[src/rtl/minmax_pkg.sv]
// Shared types and default widths for the min/max burst controller.
package minmax_pkg;

  localparam int DATA_W_DEF = 32;
  localparam int CNT_W_DEF  = 16;

  typedef enum logic [2:0] {
    IDLE,
    CLEAR,
    ACCEPT,
    DRAIN,
    CAPTURE
  } state_t;

endpackage

[src/rtl/minmax_sample_counter.sv]
// Loadable down-counter tracking samples still owed in a burst.
// Priority is clr, then load, then dec; it saturates at zero.
module minmax_sample_counter
  import minmax_pkg::*;
#(
  parameter int CNT_W = CNT_W_DEF
) (
  input  logic             clock,
  input  logic             reset_n,
  input  logic             load,
  input  logic             dec,
  input  logic             clr,
  input  logic [CNT_W-1:0] load_value,
  output logic [CNT_W-1:0] value,
  output logic             last
);

  logic [CNT_W-1:0] value_reg;

  always_ff @(posedge clock or negedge reset_n) begin
    if (!reset_n) begin
      value_reg <= '0;
    end else if (clr) begin
      value_reg <= '0;
    end else if (load) begin
      value_reg <= load_value;
    end else if (dec && (value_reg != '0)) begin
      value_reg <= value_reg - 1'b1;
    end
  end

  assign value = value_reg;
  assign last  = (value_reg == CNT_W'(1));

endmodule

[src/rtl/minmax_controller.sv]
// Start/done sequencer for the signed min/max datapath: clears it, streams
// a counted burst into it, then captures its min/max as the burst result.
module minmax_controller
  import minmax_pkg::*;
#(
  parameter int DATA_W = DATA_W_DEF,
  parameter int CNT_W  = CNT_W_DEF
) (
  input  logic              clock,
  input  logic              reset_n,
  input  logic              start,
  input  logic [CNT_W-1:0]  count,
  input  logic              abort,
  input  logic              in_valid,
  input  logic [DATA_W-1:0] in_data,
  output logic              in_ready,
  output logic              dp_clear,
  output logic              dp_load,
  output logic [DATA_W-1:0] dp_data,
  input  logic [DATA_W-1:0] dp_min,
  input  logic [DATA_W-1:0] dp_max,
  output logic              busy,
  output logic              done,
  output logic              result_valid,
  output logic [DATA_W-1:0] result_min,
  output logic [DATA_W-1:0] result_max,
  output logic [CNT_W-1:0]  remaining,
  output logic              err_zero
);

  state_t state_reg, state_next;

  logic fire, start_ok, start_zero, capture, kill;
  logic last;

  logic              in_ready_reg;
  logic              dp_clear_reg;
  logic              dp_load_reg;
  logic [DATA_W-1:0] dp_data_reg;
  logic              busy_reg;
  logic              done_reg;
  logic              result_valid_reg;
  logic [DATA_W-1:0] result_min_reg;
  logic [DATA_W-1:0] result_max_reg;
  logic              err_zero_reg;

  minmax_sample_counter #(
    .CNT_W(CNT_W)
  ) u_counter (
    .clock      (clock),
    .reset_n    (reset_n),
    .load       (start_ok),
    .dec        (fire),
    .clr        (kill),
    .load_value (count),
    .value      (remaining),
    .last       (last)
  );

  always_ff @(posedge clock or negedge reset_n) begin
    if (!reset_n) begin
      state_reg <= IDLE;
    end else begin
      state_reg <= state_next;
    end
  end

  always_comb begin
    state_next = state_reg;
    fire       = 1'b0;
    start_ok   = 1'b0;
    start_zero = 1'b0;
    capture    = 1'b0;
    kill       = 1'b0;
    case (state_reg)
      IDLE: begin
        if (start) begin
          if (count != '0) begin
            start_ok   = 1'b1;
            state_next = CLEAR;
          end else begin
            start_zero = 1'b1;
          end
        end
      end
      CLEAR: state_next = ACCEPT;
      ACCEPT: begin
        if (in_valid && in_ready_reg) begin
          fire = 1'b1;
          if (last) begin
            state_next = DRAIN;
          end
        end
      end
      DRAIN: state_next = CAPTURE;
      CAPTURE: begin
        capture    = 1'b1;
        state_next = IDLE;
      end
      default: state_next = IDLE;
    endcase
    // abort outranks a handshake or capture landing on the same edge
    if (abort && (state_reg != IDLE)) begin
      kill       = 1'b1;
      fire       = 1'b0;
      capture    = 1'b0;
      state_next = IDLE;
    end
  end

  always_ff @(posedge clock or negedge reset_n) begin
    if (!reset_n) begin
      in_ready_reg     <= 1'b0;
      dp_clear_reg     <= 1'b0;
      dp_load_reg      <= 1'b0;
      dp_data_reg      <= '0;
      busy_reg         <= 1'b0;
      done_reg         <= 1'b0;
      result_valid_reg <= 1'b0;
      result_min_reg   <= '0;
      result_max_reg   <= '0;
      err_zero_reg     <= 1'b0;
    end else begin
      in_ready_reg <= (state_next == ACCEPT);
      dp_clear_reg <= (state_next == CLEAR);
      dp_load_reg  <= fire;
      busy_reg     <= (state_next != IDLE);
      done_reg     <= capture;
      err_zero_reg <= start_zero;
      if (fire) begin
        dp_data_reg <= in_data;
      end
      if (start_ok) begin
        result_valid_reg <= 1'b0;
      end else if (capture) begin
        result_valid_reg <= 1'b1;
      end
      if (capture) begin
        result_min_reg <= dp_min;
        result_max_reg <= dp_max;
      end
    end
  end

  assign in_ready     = in_ready_reg;
  assign dp_clear     = dp_clear_reg;
  assign dp_load      = dp_load_reg;
  assign dp_data      = dp_data_reg;
  assign busy         = busy_reg;
  assign done         = done_reg;
  assign result_valid = result_valid_reg;
  assign result_min   = result_min_reg;
  assign result_max   = result_max_reg;
  assign err_zero     = err_zero_reg;

endmodule

[config.mk]
export PLATFORM = sky130hd
export DESIGN_NAME = minmax_controller
export DESIGN_NICKNAME = d
export VERILOG_FILES = /design/src/rtl/minmax_pkg.sv /design/src/rtl/minmax_sample_counter.sv /design/src/rtl/minmax_controller.sv
export SDC_FILE = /design/constraint.sdc
export NUM_CORES = 1
export LEC_CHECK = 0
export ABC_AREA = 1
export CORE_MARGIN = 10
export CORE_UTILIZATION = 46
export DETAILED_ROUTE_END_ITERATION = 8
export GPL_ROUTABILITY_DRIVEN = 0
export GPL_TIMING_DRIVEN = 0
export PLACE_DENSITY = 0.95
export SYNTH_ARGS = -nofsm -noshare
export SYNTH_HDL_FRONTEND = slang
export SYNTH_HIERARCHICAL = 1
export SYNTH_SLANG_ARGS = --single-unit
[constraint.sdc]
create_clock -name clock -period 5.62 [get_ports clock]
set_clock_uncertainty 0.05 [all_clocks]
set_input_delay 0.562 -clock clock [delete_from_list [all_inputs] [get_ports clock]]
set_output_delay 0.562 -clock clock [all_outputs]
set_load 0.03 [all_outputs]
==> impl_metrics.xml <==
<?xml version="1.0" encoding="UTF-8"?>
<metrics>
  <group name="run_status">
    <metric name="result_of_the_run" unit="">finished, final reports clean</metric>
  </group>
  <group name="global_routing">
    <metric name="grt_first_pass_wirelength" unit="mm">29.4</metric>
    <metric name="grt_util_all_layers" unit="%">22.7</metric>
    <metric name="initial_antenna_violation_count" unit="">0</metric>
    <metric name="grt_max_degree" unit="">71</metric>
    <metric name="vias_in_the_first_global_route" unit="">5566</metric>
    <metric name="grt_residual_overflow" unit="">0</metric>
  </group>
  <group name="critical_path">
    <metric name="setup.worst_path.end_class" unit="">flop</metric>
    <metric name="arrival" unit="ns">2.85</metric>
    <metric name="critPathLaunchType" unit="">primary input</metric>
    <metric name="worstSetupPathType" unit="">in2reg</metric>
    <metric name="cp.required" unit="ns">5.86</metric>
    <metric name="crit_path_max_fanout" unit="">10</metric>
  </group>
  <group name="yosys">
    <metric name="postSynthAreaPerCell" unit="sq um">8.03</metric>
    <metric name="yosysUniqueCellTypes" unit="">27</metric>
    <metric name="ys_seq_elements" unit="">122</metric>
    <metric name="synth_sequential_area_ratio" unit="%">57.0</metric>
    <metric name="ys.warnings.count" unit="">6</metric>
    <metric name="netlist_instances" unit="">667</metric>
    <metric name="synth_nets" unit="">786</metric>
    <metric name="synth_area" unit="sq um">5350</metric>
  </group>
  <group name="sta">
    <metric name="slew-limit-headroom" unit="%">61.9</metric>
    <metric name="grt_setup_unrepaired" unit="">no</metric>
    <metric name="timing_worst_slew_pin_value" unit="ns">0.571</metric>
    <metric name="final_max_slew_viol_count" unit="">0</metric>
    <metric name="max_clock_freq" unit="MHz">382</metric>
    <metric name="fin_tns_setup" unit="ns">0</metric>
    <metric name="setup_ws" unit="ns">3.01</metric>
    <metric name="hold_slack" unit="ns">0.0510</metric>
    <metric name="final.period_utilization" unit="%">46.5</metric>
    <metric name="min_period" unit="ns">2.61</metric>
    <metric name="hold_violations" unit="">0</metric>
    <metric name="setup_viol_count_final" unit="">0</metric>
  </group>
  <group name="detailed_routing">
    <metric name="route.vias.total" unit="">5427</metric>
    <metric name="final_antenna_net_count" unit="">0</metric>
    <metric name="wirelength" unit="mm">18.8</metric>
    <metric name="first_iter_violations" unit="">329</metric>
    <metric name="route.detailed.drc" unit="">0</metric>
    <metric name="drt-vias-per-instance" unit="">5.03</metric>
    <metric name="firstDrtPassIters" unit="">5</metric>
    <metric name="routed_wire_length_per_instance" unit="microns">17.5</metric>
  </group>
  <group name="clocking">
    <metric name="post_cts_resized" unit="">0</metric>
    <metric name="clk_transition_reported_paths" unit="ns">0.06</metric>
    <metric name="clock_tree.root_cell" unit="">clkbuf_16</metric>
    <metric name="numClockSinks" unit="">122</metric>
    <metric name="clockBufferDepth" unit="">2</metric>
    <metric name="post-cts-setup-buffer-count" unit="">0</metric>
    <metric name="postCtsHoldBufs" unit="">0</metric>
    <metric name="cts.htree.levels" unit="">4</metric>
    <metric name="clock_tree_from_tritoncts" unit="">yes</metric>
    <metric name="worst_skew_pair.late_latency" unit="ns">0.41</metric>
    <metric name="tritoncts.num_buffers" unit="">17</metric>
  </group>
  <group name="placed_design">
    <metric name="placed_cells" unit="">1046</metric>
    <metric name="hpwlAfterDp" unit="mm">14.2</metric>
    <metric name="dpl_worst_slack" unit="ns">2.72</metric>
    <metric name="numPortBuffers" unit="">235</metric>
  </group>
  <group name="finish">
    <metric name="stdcell_count" unit="">1078</metric>
    <metric name="layout_commonest_cell" unit="">nand2_1</metric>
    <metric name="areaGrowthSynthToFinish" unit="%">60.1</metric>
    <metric name="final_cell_mix" unit="">375 x nand2_1, 234 x clkdlybuf4s50_1, 122 x dfrtp_1</metric>
    <metric name="layout-drive-gt1-share" unit="%">8.77</metric>
    <metric name="n_antenna_cell" unit="">0</metric>
    <metric name="final_net_count" unit="">1041</metric>
  </group>
  <group name="pwr">
    <metric name="vdd_ir_drop_max" unit="V">0.000462</metric>
    <metric name="power_density" unit="nW/um^2">570</metric>
    <metric name="post-layout-total-power" unit="mW">4.89</metric>
    <metric name="total_leakage_power" unit="nW">4.34</metric>
  </group>
  <group name="floorplanning">
    <metric name="core_area" unit="sq um">11400</metric>
    <metric name="initial_utilization" unit="%">46.9</metric>
    <metric name="fp.dieW" unit="microns">128</metric>
    <metric name="die_h" unit="microns">128</metric>
    <metric name="ioPinCount" unit="">236</metric>
    <metric name="die-area" unit="sq um">16400</metric>
    <metric name="fp-row-count" unit="">39</metric>
  </group>
  <group name="worst_hold_path">
    <metric name="hp-class" unit="">in2async</metric>
  </group>
  <group name="job">
    <metric name="maxCapViolations" unit="">0</metric>
  </group>
</metrics>
==> where the power goes <==
part | internal (mW) | switching, mW
Clock | 0.802 | 0.405
Combinational | 0.877 | 1.36
Sequential | 1.20 | 0.236
==> final timing paths <==
path	start	end	slack (ns)	cells past startpoint
max	count[15]	u_counter/value[2]	3.01	12
min	reset_n	result_min[24]	0.05	1
max reg2reg	state_reg[0]	u_counter/value[2]	3.35	10
min reg2reg	result_valid	result_valid	0.43	2
max in group asynchronous	reset_n	dp_data[24]	4.76	2
min in group clock	result_valid	result_valid	0.43	2
==> Yosys cell counts <==
master / instances / area (sq um)
nand3_4: 1 / 17.5
buf_4: 1 / 7.51
a31oi_1: 1 / 6.26
o21ai_1: 2 / 10.0
nand2_1: 375 / 1410
inv_4: 1 / 6.26
nand2_4: 2 / 22.5
nor2_4: 2 / 22.5
nor2_2: 3 / 18.8
ha_1: 2 / 25.0
nand3b_1: 2 / 15.0
nand2_2: 12 / 75.1
buf_2: 15 / 75.1
o21ai_0: 16 / 80.1
or2_2: 4 / 25.0
buf_6: 4 / 45.0
nor2_1: 37 / 139
clkbuf_1: 4 / 15.0
nand3_1: 17 / 85.1
nor3_4: 1 / 16.3
dfrtp_1: 122 / 3050
a21oi_1: 5 / 25.0
nor3_1: 2 / 10.0
a21oi_2: 1 / 8.76
nand4_1: 4 / 25.0
inv_1: 30 / 113
clkinv_2: 1 / 5.00
==> worst max-delay path, cell delays in order <==
cell	delay (ns)
clkdlybuf4s50_1	0.44
nor2_1	0.17
nand2_1	0.09
nor2_1	0.11
nand2_1	0.09
nand2_1	0.16
inv_1	0.09
inv_1	0.22
clkbuf_1	0.40
nand2_1	0.22
nand2_1	0.19
o21ai_0	0.11
==> kinds of logic after synthesis <==
logic type      Yosys count  synth area share (%)
buf+inv                  56                  4.98
fa+ha+maj                 2                 0.467
flops                   122                  57.0
simple gates            462                  35.1
compound gates           25                  2.43
==> final cells by class <==
| type | instances | area (sq um) |
|---|---|---|
| plain buffers | 24 | 143 |
| flip-flops and latches | 122 | 3050 |
| fillers | 756 | 2850 |
| well taps | 143 | 179 |
| clock inverters | 14 | 219 |
| repair buffers | 236 | 2380 |
| clock buffers | 18 | 439 |
| multi-input cells | 489 | 2030 |
| inverters | 32 | 124 |
==> metal layers <==
| metal | global-route usage (%) | vias to the layer above | part of all wire, % |
|---|---|---|---|
| met3 | 8.77 | 40 | 10 |
| met5 | 0 | - | 0 |
| met1 | 25.9 | 2553 | 38 |
| met2 | 37.2 | 285 | 48 |
| li1 | - | 2549 | - |
| met4 | 9.74 | 0 | 3.4 |
==> stage by stage <==
step	util, %	instance area [sq um]
floorplan	-	5350
global placement	69.1	7890
detailed placement	69.3	7910
CTS	75.1	8570
global route	75.1	8570
finish	75.1	8570
No activity file was read; power rests on OpenSTA's default activity.
